===== config.mk =====
export PLATFORM = sky130hd
export DESIGN_NAME = uart_if_param
export DESIGN_NICKNAME = d
export VERILOG_FILES = /design/src/rtl/uart_if_param.sv
export SDC_FILE = /design/constraint.sdc
export NUM_CORES = 1
export LEC_CHECK = 0
export BUFFER_PORTS_ARGS = -buffer_cell sky130_fd_sc_hd__buf_2
export CAP_MARGIN = 30
export CELL_PAD_IN_SITES_DETAIL_PLACEMENT = 0
export CELL_PAD_IN_SITES_GLOBAL_PLACEMENT = 1
export CORE_ASPECT_RATIO = 1.25
export CORE_UTILIZATION = 40
export CTS_BUF_LIST = sky130_fd_sc_hd__clkbuf_16
export DETAILED_ROUTE_END_ITERATION = 16
export GPL_ROUTABILITY_DRIVEN = 0
export PLACE_DENSITY = 0.62
export SLEW_MARGIN = 10
export SYNTH_ARGS = -nofsm -noshare
export SYNTH_HDL_FRONTEND = slang
export SYNTH_SLANG_ARGS = --single-unit
export TNS_END_PERCENT = 10

===== constraint.sdc =====
create_clock -name clk -period 5.7 [get_ports clk]
set_input_delay 1.14 -clock clk [delete_from_list [all_inputs] [get_ports clk]]
set_output_delay 1.14 -clock clk [all_outputs]
set_load 0.05 [all_outputs]

===== src/rtl/uart_if_param.sv =====
// Full-duplex UART with a majority-voted receiver, rx/tx FIFOs and sticky error flags.
// Optional parity bit when UART_PARITY_EN is defined (adds parity_odd / err_parity).
module uart_if_param #(
  parameter int FIFO_AW   = 3,
  parameter int DATA_BITS = 8,
  parameter int STOP_BITS = 1
) (
  input  logic             clk,
  input  logic             rst,
  input  logic             rx,
  output logic             tx,
  input  logic [15:0]      baud_div,
  input  logic             rx_rden,
  output logic [7:0]       rx_rdata,
  output logic             rx_dvalid,
  output logic             rx_full,
  output logic [FIFO_AW:0] rx_count,
  input  logic             tx_wten,
  input  logic [7:0]       tx_wdata,
  output logic             tx_full,
  output logic             tx_busy,
  input  logic             err_clr,
`ifdef UART_PARITY_EN
  input  logic             parity_odd,
  output logic             err_parity,
`endif
  output logic             err_frame,
  output logic             err_overrun,
  output logic             err_underrun
);
  localparam int DEPTH = 1 << FIFO_AW;
  localparam int CW    = FIFO_AW + 1;
  localparam logic [3:0] LAST_DBIT = 4'(DATA_BITS - 1);
  localparam logic [3:0] LAST_SBIT = 4'(STOP_BITS - 1);

  typedef enum logic [2:0] {S_IDLE, S_START, S_DATA, S_PAR, S_STOP} state_e;

  // rx front end
  logic       sync1_q, sync2_q;
  logic [4:0] taps_q;
  logic [2:0] ones;
  logic       maj, start_det;
  assign ones = 3'(taps_q[0]) + 3'(taps_q[1]) + 3'(taps_q[2]) + 3'(taps_q[3]) + 3'(taps_q[4]);
  assign maj = (ones >= 3'd3);
  assign start_det = taps_q[0] & ~sync2_q;

  // rx FSM
  state_e                 rx_st_q, rx_st_d;
  logic [15:0]            rx_cnt_q, rx_cnt_d, rx_div_q, rx_div_d;
  logic [3:0]             rx_bit_q, rx_bit_d;
  logic [DATA_BITS-1:0]   rx_sh_q, rx_sh_d;
  logic                   rx_tick, rx_wr, set_frame, set_rx_ovr;
`ifdef UART_PARITY_EN
  logic                   set_par, err_par_q, err_par_d, tx_par_q, tx_par_d;
`endif

  // FIFOs
  logic [DATA_BITS-1:0]   rxf_mem_q [DEPTH];
  logic [DATA_BITS-1:0]   txf_mem_q [DEPTH];
  logic [FIFO_AW-1:0]     rxf_wp_q, rxf_wp_d, rxf_rp_q, rxf_rp_d;
  logic [FIFO_AW-1:0]     txf_wp_q, txf_wp_d, txf_rp_q, txf_rp_d;
  logic [CW-1:0]          rxf_cnt_q, rxf_cnt_d, txf_cnt_q, txf_cnt_d;
  logic                   rxf_push, rxf_pop, txf_push, txf_pop;
  logic [DATA_BITS-1:0]   txf_head;

  // tx FSM
  state_e                 tx_st_q, tx_st_d;
  logic [15:0]            tx_cnt_q, tx_cnt_d, tx_div_q, tx_div_d;
  logic [3:0]             tx_bit_q, tx_bit_d;
  logic [DATA_BITS-1:0]   tx_sh_q, tx_sh_d;
  logic                   tx_q, tx_d, tx_tick, tx_load;

  logic err_frame_q, err_frame_d, err_ovr_q, err_ovr_d, err_und_q, err_und_d;

  assign rx_tick = (rx_cnt_q <= 16'd1);
  assign tx_tick = (tx_cnt_q <= 16'd1);

  always_comb begin
    rx_st_d    = rx_st_q;
    rx_cnt_d   = (rx_cnt_q != 16'd0) ? rx_cnt_q - 16'd1 : 16'd0;
    rx_div_d   = rx_div_q;
    rx_bit_d   = rx_bit_q;
    rx_sh_d    = rx_sh_q;
    rx_wr      = 1'b0;
    set_frame  = 1'b0;
    set_rx_ovr = 1'b0;
`ifdef UART_PARITY_EN
    set_par    = 1'b0;
`endif
    case (rx_st_q)
      S_IDLE: if (start_det) begin
        rx_st_d  = S_START;
        rx_cnt_d = baud_div >> 1;
        rx_div_d = baud_div;
      end
      S_START: if (rx_tick) begin
        // a start bit that is high again at mid-bit was a glitch
        if (!maj) begin
          rx_st_d  = S_DATA;
          rx_cnt_d = rx_div_q;
          rx_bit_d = 4'd0;
        end else begin
          rx_st_d = S_IDLE;
        end
      end
      S_DATA: if (rx_tick) begin
        rx_sh_d  = {maj, rx_sh_q[DATA_BITS-1:1]};
        rx_cnt_d = rx_div_q;
        rx_bit_d = rx_bit_q + 4'd1;
`ifdef UART_PARITY_EN
        if (rx_bit_q == LAST_DBIT) rx_st_d = S_PAR;
`else
        if (rx_bit_q == LAST_DBIT) rx_st_d = S_STOP;
`endif
      end
`ifdef UART_PARITY_EN
      S_PAR: if (rx_tick) begin
        set_par  = ((^rx_sh_q) ^ maj) != parity_odd;
        rx_st_d  = S_STOP;
        rx_cnt_d = rx_div_q;
      end
`endif
      S_STOP: if (rx_tick) begin
        rx_st_d = S_IDLE;
        if (!maj)        set_frame  = 1'b1;
        else if (rx_full) set_rx_ovr = 1'b1;
        else             rx_wr      = 1'b1;
      end
      default: rx_st_d = S_IDLE;
    endcase
  end

  assign rxf_push  = rx_wr;
  assign rxf_pop   = rx_rden & rx_dvalid;
  assign rxf_wp_d  = rxf_wp_q + FIFO_AW'(rxf_push);
  assign rxf_rp_d  = rxf_rp_q + FIFO_AW'(rxf_pop);
  assign rxf_cnt_d = rxf_cnt_q + CW'(rxf_push) - CW'(rxf_pop);
  assign rx_dvalid = (rxf_cnt_q != '0);
  assign rx_full   = (rxf_cnt_q == CW'(DEPTH));
  assign rx_count  = rxf_cnt_q;

  always_comb begin
    rx_rdata = '0;
    rx_rdata[DATA_BITS-1:0] = rxf_mem_q[rxf_rp_q];
  end

  assign txf_push  = tx_wten & ~tx_full;
  assign txf_head  = txf_mem_q[txf_rp_q];
  assign txf_wp_d  = txf_wp_q + FIFO_AW'(txf_push);
  assign txf_rp_d  = txf_rp_q + FIFO_AW'(txf_pop);
  assign txf_cnt_d = txf_cnt_q + CW'(txf_push) - CW'(txf_pop);
  assign tx_full   = (txf_cnt_q == CW'(DEPTH));
  assign tx_busy   = (tx_st_q != S_IDLE) || (txf_cnt_q != '0);
  assign tx        = tx_q;

  always_comb begin
    tx_st_d  = tx_st_q;
    tx_cnt_d = (tx_cnt_q != 16'd0) ? tx_cnt_q - 16'd1 : 16'd0;
    tx_div_d = tx_div_q;
    tx_bit_d = tx_bit_q;
    tx_sh_d  = tx_sh_q;
    tx_d     = tx_q;
    tx_load  = 1'b0;
    txf_pop  = 1'b0;
`ifdef UART_PARITY_EN
    tx_par_d = tx_par_q;
`endif
    case (tx_st_q)
      S_IDLE: if (txf_cnt_q != '0) tx_load = 1'b1;
      S_START: if (tx_tick) begin
        tx_st_d  = S_DATA;
        tx_cnt_d = tx_div_q;
        tx_bit_d = 4'd0;
        tx_d     = tx_sh_q[0];
      end
      S_DATA: if (tx_tick) begin
        tx_cnt_d = tx_div_q;
        if (tx_bit_q == LAST_DBIT) begin
`ifdef UART_PARITY_EN
          tx_st_d = S_PAR;
          tx_d    = tx_par_q;
`else
          tx_st_d  = S_STOP;
          tx_d     = 1'b1;
          tx_bit_d = 4'd0;
`endif
        end else begin
          tx_sh_d  = tx_sh_q >> 1;
          tx_d     = tx_sh_q[1];
          tx_bit_d = tx_bit_q + 4'd1;
        end
      end
`ifdef UART_PARITY_EN
      S_PAR: if (tx_tick) begin
        tx_st_d  = S_STOP;
        tx_d     = 1'b1;
        tx_cnt_d = tx_div_q;
        tx_bit_d = 4'd0;
      end
`endif
      S_STOP: if (tx_tick) begin
        if (tx_bit_q == LAST_SBIT) begin
          // chain straight into the next start bit when more data is queued
          if (txf_cnt_q != '0) tx_load = 1'b1;
          else begin
            tx_st_d = S_IDLE;
            tx_d    = 1'b1;
          end
        end else begin
          tx_bit_d = tx_bit_q + 4'd1;
          tx_cnt_d = tx_div_q;
        end
      end
      default: begin
        tx_st_d = S_IDLE;
        tx_d    = 1'b1;
      end
    endcase
    if (tx_load) begin
      txf_pop  = 1'b1;
      tx_sh_d  = txf_head;
      tx_div_d = baud_div;
      tx_cnt_d = baud_div;
      tx_st_d  = S_START;
      tx_d     = 1'b0;
`ifdef UART_PARITY_EN
      tx_par_d = (^txf_head) ^ parity_odd;
`endif
    end
  end

  // set-dominant sticky flags
  assign err_frame_d = set_frame | (err_frame_q & ~err_clr);
  assign err_ovr_d   = set_rx_ovr | (tx_wten & tx_full) | (err_ovr_q & ~err_clr);
  assign err_und_d   = (rx_rden & ~rx_dvalid) | (err_und_q & ~err_clr);
  assign err_frame    = err_frame_q;
  assign err_overrun  = err_ovr_q;
  assign err_underrun = err_und_q;
`ifdef UART_PARITY_EN
  assign err_par_d  = set_par | (err_par_q & ~err_clr);
  assign err_parity = err_par_q;
`endif

  always_ff @(posedge clk) begin
    if (rxf_push) rxf_mem_q[rxf_wp_q] <= rx_sh_q;
    if (txf_push) txf_mem_q[txf_wp_q] <= tx_wdata[DATA_BITS-1:0];
  end

  always_ff @(posedge clk or posedge rst) begin
    if (rst) begin
      sync1_q     <= 1'b1;
      sync2_q     <= 1'b1;
      taps_q      <= '1;
      rx_st_q     <= S_IDLE;
      rx_cnt_q    <= '0;
      rx_div_q    <= '0;
      rx_bit_q    <= '0;
      rx_sh_q     <= '0;
      rxf_wp_q    <= '0;
      rxf_rp_q    <= '0;
      rxf_cnt_q   <= '0;
      txf_wp_q    <= '0;
      txf_rp_q    <= '0;
      txf_cnt_q   <= '0;
      tx_st_q     <= S_IDLE;
      tx_cnt_q    <= '0;
      tx_div_q    <= '0;
      tx_bit_q    <= '0;
      tx_sh_q     <= '0;
      tx_q        <= 1'b1;
      err_frame_q <= 1'b0;
      err_ovr_q   <= 1'b0;
      err_und_q   <= 1'b0;
`ifdef UART_PARITY_EN
      err_par_q   <= 1'b0;
      tx_par_q    <= 1'b0;
`endif
    end else begin
      sync1_q     <= rx;
      sync2_q     <= sync1_q;
      taps_q      <= {taps_q[3:0], sync2_q};
      rx_st_q     <= rx_st_d;
      rx_cnt_q    <= rx_cnt_d;
      rx_div_q    <= rx_div_d;
      rx_bit_q    <= rx_bit_d;
      rx_sh_q     <= rx_sh_d;
      rxf_wp_q    <= rxf_wp_d;
      rxf_rp_q    <= rxf_rp_d;
      rxf_cnt_q   <= rxf_cnt_d;
      txf_wp_q    <= txf_wp_d;
      txf_rp_q    <= txf_rp_d;
      txf_cnt_q   <= txf_cnt_d;
      tx_st_q     <= tx_st_d;
      tx_cnt_q    <= tx_cnt_d;
      tx_div_q    <= tx_div_d;
      tx_bit_q    <= tx_bit_d;
      tx_sh_q     <= tx_sh_d;
      tx_q        <= tx_d;
      err_frame_q <= err_frame_d;
      err_ovr_q   <= err_ovr_d;
      err_und_q   <= err_und_d;
`ifdef UART_PARITY_EN
      err_par_q   <= err_par_d;
      tx_par_q    <= tx_par_d;
`endif
    end
  end
endmodule

# Word level (Yosys, flattened, before mapping)

Memory sizes are Yosys's and may differ from the RTL's.
Index checks and enable logic that the tools add are counted.

Bitwise gates (word level): 16
Order comparisons: 3
Shift operators: 0
$add $sub $neg: 16
Muxes and demuxes: 69
Divide/modulo/power cells: 0
Multiply operators: 0
Equal/unequal tests: 28
Reduce and logical (&&, ||, !) cells: 22

Operators with widths:

| cell                    | count |
|---|---|
| $mux W16                | 10 |
| $pmux W16 S3            | 1 |
| $mux W3                 | 12 |
| $le A16 B1 Y1 const B   | 2 |
| $mux W4                 | 8 |
| $mux W8                 | 4 |
| $pmux W16 S2            | 1 |
| $reduce_bool A16 Y1     | 2 |
| $sub A16 B1 Y16 const B | 2 |
| $mux W1                 | 26 |
| $ne A2 B2 Y1 const B    | 12 |
| $pmux W3 S4             | 2 |
| $add A3 B1 Y3           | 6 |
| $ne A3 B3 Y1 const B    | 6 |
| $pmux W4 S3             | 1 |
| $reduce_and A5 Y1       | 2 |
| $add A4 B1 Y4           | 2 |
| $add A4 B1 Y4 const B   | 2 |
| $and A1 B1 Y1           | 8 |
| $eq A4 B3 Y1 const B    | 2 |
| $eq A4 B4 Y1 const B    | 2 |
| $pmux W4 S2             | 1 |
| $reduce_bool A4 Y1      | 2 |
| $sub A4 B1 Y4           | 2 |
| 22 further kinds        | 36 |

Latch bits: 0
Word-level logic and storage cells: 179
Bits in writable memories: 128
Flip-flop bits (word level): 125
Bits of input ports: 30
Memories kept: 2
Output and inout bits: 20
Memory bits (read-only): 0

Memory list:

| name      | depth | width | read ports | clocked after memory_dff | wr ports | RTL line | source |
|---|---|---|---|---|---|---|---|
| rxf_mem_q | 8     | 8     | 1          | 0                        | 1        | 58       | `logic [DATA_BITS-1:0] rxf_mem_q [DEPTH];` |
| txf_mem_q | 8     | 8     | 1          | 0                        | 1        | 59       | `logic [DATA_BITS-1:0] txf_mem_q [DEPTH];` |

# Logic depth before layout (Yosys ltp)

Depth after elaboration: 10
Depth in mapped cells: 15

# Worst setup path before layout

No wires, ideal clock.

Path type: reg-to-reg
Start point: register rxf_cnt_q[2], in the netlist rx_count[2]
End point: register rxf_cnt_q[3], in the netlist rx_count[3]
Arrival time: 3.406 ns
Library setup time: 0.079 ns
Path slack: 2.215 ns
Data required time: 5.621 ns
Stages on the path, launching flop included: 13
Cells stage by stage: dfrtp_1 > inv_1 > ha_1 > nor3b_1 > o21bai_1 > nor4_1 > inv_1 > ha_1 > inv_1 > ha_1 > a21o_1 > a21oi_1 > xor2_1

Word-level cells in the longest chain between the ends: 7

Ends and longest elaborated chain:

| element                  | RTL line | source |
|---|---|---|
| start: declaration       | 62       | `logic [CW-1:0] rxf_cnt_q, rxf_cnt_d, txf_cnt_q, txf_cnt_d;` |
| start signal: assignment | 289      | `rxf_cnt_q <= rxf_cnt_d;` |
| $eq A4 B4 Y1             | 139      | `assign rx_full = (rxf_cnt_q == CW'(DEPTH));` |
| via rx_full              | 16       | `output logic rx_full,` |
| $mux W1                  | 126      | `else if (rx_full) set_rx_ovr = 1'b1;` |
| $mux W1                  | 125      | `if (!maj) set_frame = 1'b1;` |
| $mux W1                  | 123      | `S_STOP: if (rx_tick) begin` |
| $mux W1                  | 90       | `case (rx_st_q)` |
| $add A4 B1 Y4            | 137      | `assign rxf_cnt_d = rxf_cnt_q + CW'(rxf_push) - CW'(rxf_pop);` |
| $sub A4 B1 Y4            | 137      |  |
| via rxf_cnt_d[3]         | 62       |  |

The timed path passes the listed nets, and every way through them passes these cells.
A chain may end at the register's enable or synchronous reset.

# Worst setup path after layout

Start point: register taps_q[0]
End point: memory rxf_mem_q[0][3] (enable)

Word-level cells in the longest chain between the ends: 10

Ends and longest elaborated chain:

| element                       | RTL line | source |
|---|---|---|
| start: declaration            | 40       | `logic [4:0] taps_q;` |
| start signal: assignment      | 281      | `taps_q <= {taps_q[3:0], sync2_q};` |
| $add A1 B1 Y2                 | 43       | `assign ones = 3'(taps_q[0]) + 3'(taps_q[1]) + 3'(taps_q[2]) + 3'(taps_q[3]) + 3'(taps_q[4]);` |
| $add A2 B1 Y3                 | 43       |  |
| $add A3 B1 Y3 (2 in series)   | 43       |  |
| $ge A3 B2 Y1                  | 44       | `assign maj = (ones >= 3'd3);` |
| $mux W1                       | 125      |  |
| $mux W1                       | 123      |  |
| $mux W1                       | 90       |  |
| $mux W1                       | 245      | `if (rxf_push) rxf_mem_q[rxf_wp_q] <= rx_sh_q;` |
| $mux W1 (not written as such) | 245      |  |
| end: declaration              | 58       |  |

Every way passes these cells.

==> impl_metrics.yaml <==
status:
  status: "finished, final reports clean"
logic_synthesis:
  async_flop_share_pct: 49.4
  yosysUniqueCellTypes: 65
  synth.avg_cell_area_sq_um: 13.2
  synth-edff-count: 128
  yosysWarnings: 0
  syn_area_sq_mm: 0.0112
  synth-main-ff-cell: "edfxtp_1"
  netlist_instances: 842
  yosysSeqAreaShare_pct: 62.6
  syn-num-nets: 904
  ys_ff_latch: 253
routing:
  firstDrtPassIters: 5
  drt_wl_total_mm: 23.9
  drc: 0
  via_per_inst: 5.33
  vias: 6760
  dr.first_iter.drc_count: 330
  drtAntennaViolNets: 0
  wire_per_inst_microns: 18.8
timing:
  finalMaxSlewViolations: 0
  worst_slack_ps: 1750
  rsz0062_at_grt: "false"
  slew_headroom_pct: 36.4
  fin_crit_ps: 3950
  clock.fmax_ghz: 0.253
  skew_ps: 15.4
  worst_pin_slew_ps: 953
  setup_viol: 0
  timing.hold.ws_ps: 357
  hold_violations: 0
  tns_ps: 0
  post-route-period-util_pct: 69.3
placement:
  hpwl_mm: 16.0
  place_inst: 1216
  io_buffers: 49
  pre_cts_ws_ps: 1610
finish:
  most-common-layout-cells: "edfxtp_1 (128), dfrtp_1 (117), nand2_1 (104)"
  regArea_sq_mm: 0.00698
  final_net_count: 960
  multiInputGateArea_sq_mm: 0.00390
  fillCellCount: 2479
  area_growth_pct: 13.7
  layout-drive-gt1-share_pct: 18.3
  diodes: 0
  final_common_cell: "edfxtp_1"
  final_cells: 1269
global_route:
  grt_max_degree: 72
  grt_first_pass_wirelength_mm: 38.7
  grt_usage_pct: 17.5
  antenna_found_initial: 0
  grt-ovfl-total: 0
  grt_pass1_vias: 7071
run:
  maxCapViolations: 0
clock_network:
  post_cts_resized: 0
  numCtsBuffers: 27
  cts_tree: "built"
  htreeDepth: 1
  path_clk_slew_ps: 60
  insertion_delay_ps: 540
  postCtsSetupRepairBufs: 0
  cts_hold_buf: 0
  cts_buffer_depth: 3
  ctsRootBufferMaster: "clkbuf_16"
  cts.sinks: 253
floorplanning:
  die-area_sq_mm: 0.0286
  rows: 68
  coreArea_sq_mm: 0.0275
  die_width_microns: 151
  initial_core_util_pct: 40.6
  boundaryPins: 50
  die_h_microns: 189
setup_path:
  ff2ff_path_depth: 11
  r2r_setup_slack_ps: 1750
  required_ps: 5950
  worstSetupPathType: "reg2reg"
  cp_slowest_cell: "nor4_1"
  path_max_fanout: 5
  timing.rr.start: "taps_q[0]$_DFF_PP1_"
  crit_chain: "inv_1 > fa_1 > fa_1 > inv_1 > ha_1 > nor2b_1 > o21bai_1 > nor4_1 > nand2b_1 > nor3_1 > buf_2"
  cp_slowest_stage_delay_ps: 630
  rr_endpoint: "rxf_mem_q[0][3]$_DFFE_PP_"
  crit_path_end_kind: "register"
  critical_path.startpoint_type: "register"
  cp_data_arrival_time_ps: 4200
min_path:
  hold_path.class: "reg2reg"
  worstHoldStart: "sync1_q$_DFF_PP1_"
  min_path_cells: 0
  holdPathEnd: "sync2_q$_DFF_PP1_"
pwr:
  vdd_drop_max_v: 0.000308
  power_mw: 5.72
  power_density_mw_per_mm2: 451
  leakagePower_nw: 4.75
==> final cells by class <==
| type | count | share of cell area (%) |
|---|---|---|
| clock buffer | 27 | 5.33 |
| clock inverter | 23 | 1.05 |
| inverter | 39 | 1.17 |
| multi-input combinational | 514 | 30.8 |
| sequential | 253 | 55.0 |
| tap | 350 | 3.45 |
| timing repair buffer | 63 | 3.20 |
==> cells by family (layout without fill, tap and decap cells) <==
logic type,after synthesis,in the layout,share of synthesized area [%]
AO/OA/AOI/OAI,132,132,7.94
XOR/XNOR,37,37,2.90
adder cells (fa/ha/maj),32,32,3.86
buffers and inverters,75,152,2.70
flip-flops,253,253,62.6
multiplexers,56,56,8.78
AND/OR/NAND/NOR,257,257,11.2
==> synth_stat cells, drive strengths merged (5+ instances only) <==
cell type / instances / area (sq um)
a21oi: 14 / 73.8
a221o: 7 / 70.1
a22oi: 15 / 113
buf: 11 / 61.3
clkbuf: 25 / 93.8
dfrtp: 117 / 2930
dfstp: 8 / 210
edfxtp: 128 / 3840
ha: 28 / 350
inv: 39 / 146
mux2: 15 / 169
mux2i: 9 / 90.1
mux4: 32 / 721
nand2: 104 / 390
nand2b: 9 / 56.3
nand3: 26 / 130
nor2: 42 / 158
nor2b: 5 / 31.3
nor3: 29 / 145
nor4: 14 / 124
o211ai: 19 / 143
o21ai: 48 / 240
or3: 6 / 42.5
xnor2: 25 / 219
xor2: 12 / 105
==> stage by stage <==
stage          utilization [%]  area (sq um)
4_1_cts                   46.0         12600
2_1_floorplan                -         11200
3_3_place_gp              42.8         11800
3_5_place_dp              43.1         11800
5_1_grt                   46.2         12700
6_report                  46.2         12700
==> where the power goes <==
group          internal (mW)  switching, mW  total (mW)
clock network          0.902          0.697        1.60
registers               2.33          0.382        2.71
logic                  0.652          0.754        1.41
total                   3.89           1.83        5.72
==> worst max-delay path by stage <==
| stage | startpoint | end | slack (ps) |
|---|---|---|---|
| detailed placement | taps_q[0]$_DFF_PP1_ | rxf_mem_q[5][7]$_DFFE_PP_ | 1610 |
| finish | taps_q[0]$_DFF_PP1_ | rxf_mem_q[0][3]$_DFFE_PP_ | 1750 |
| floorplan | rst | err_frame$_DFF_PP0_ | 1250 |
| global route | taps_q[0]$_DFF_PP1_ | rx_count[2]$_DFF_PP0_ | 1370 |
| global placement | taps_q[0]$_DFF_PP1_ | rxf_mem_q[0][5]$_DFFE_PP_ | 1540 |
| CTS | taps_q[0]$_DFF_PP1_ | rxf_mem_q[5][7]$_DFFE_PP_ | 1620 |
==> sequential cells by signal, summed over array words and instances (netlist names), 3 cells and up <==
| register | count |
|---|---|
| rxf_wp_q | 3 |
| rx_st_q | 3 |
| rx_bit_q | 4 |
| tx_cnt_q | 16 |
| txf_mem_q | 64 |
| txf_rp_q | 3 |
| rx_cnt_q | 16 |
| rx_sh_q | 8 |
| txf_wp_q | 3 |
| taps_q | 5 |
| tx_st_q | 3 |
| rxf_mem_q | 64 |
| txf_cnt_q | 4 |
| tx_div_q | 16 |
| tx_bit_q | 4 |
| rx_count | 4 |
| rx_div_q | 16 |
| tx_sh_q | 8 |
| rxf_rp_q | 3 |
==> per-layer routing <==
metal / vias to the layer above / track usage (%) / wire length, microns
li1: 3210 / - / -
met1: 3414 / 24.0 / 10800
met2: 113 / 29.3 / 11900
met3: 23 / 2.13 / 807
met4: 0 / 4.23 / 357
met5: - / 0 / 0
==> critical path, delay by kind of cell (launching register included) <==
family	cells	cell delay (ps)
buf+inv	3	400
fa+ha+maj	3	950
flops	1	540
compound gates	1	100
simple gates	4	1680
No activity file was read; power rests on OpenSTA's default activity.
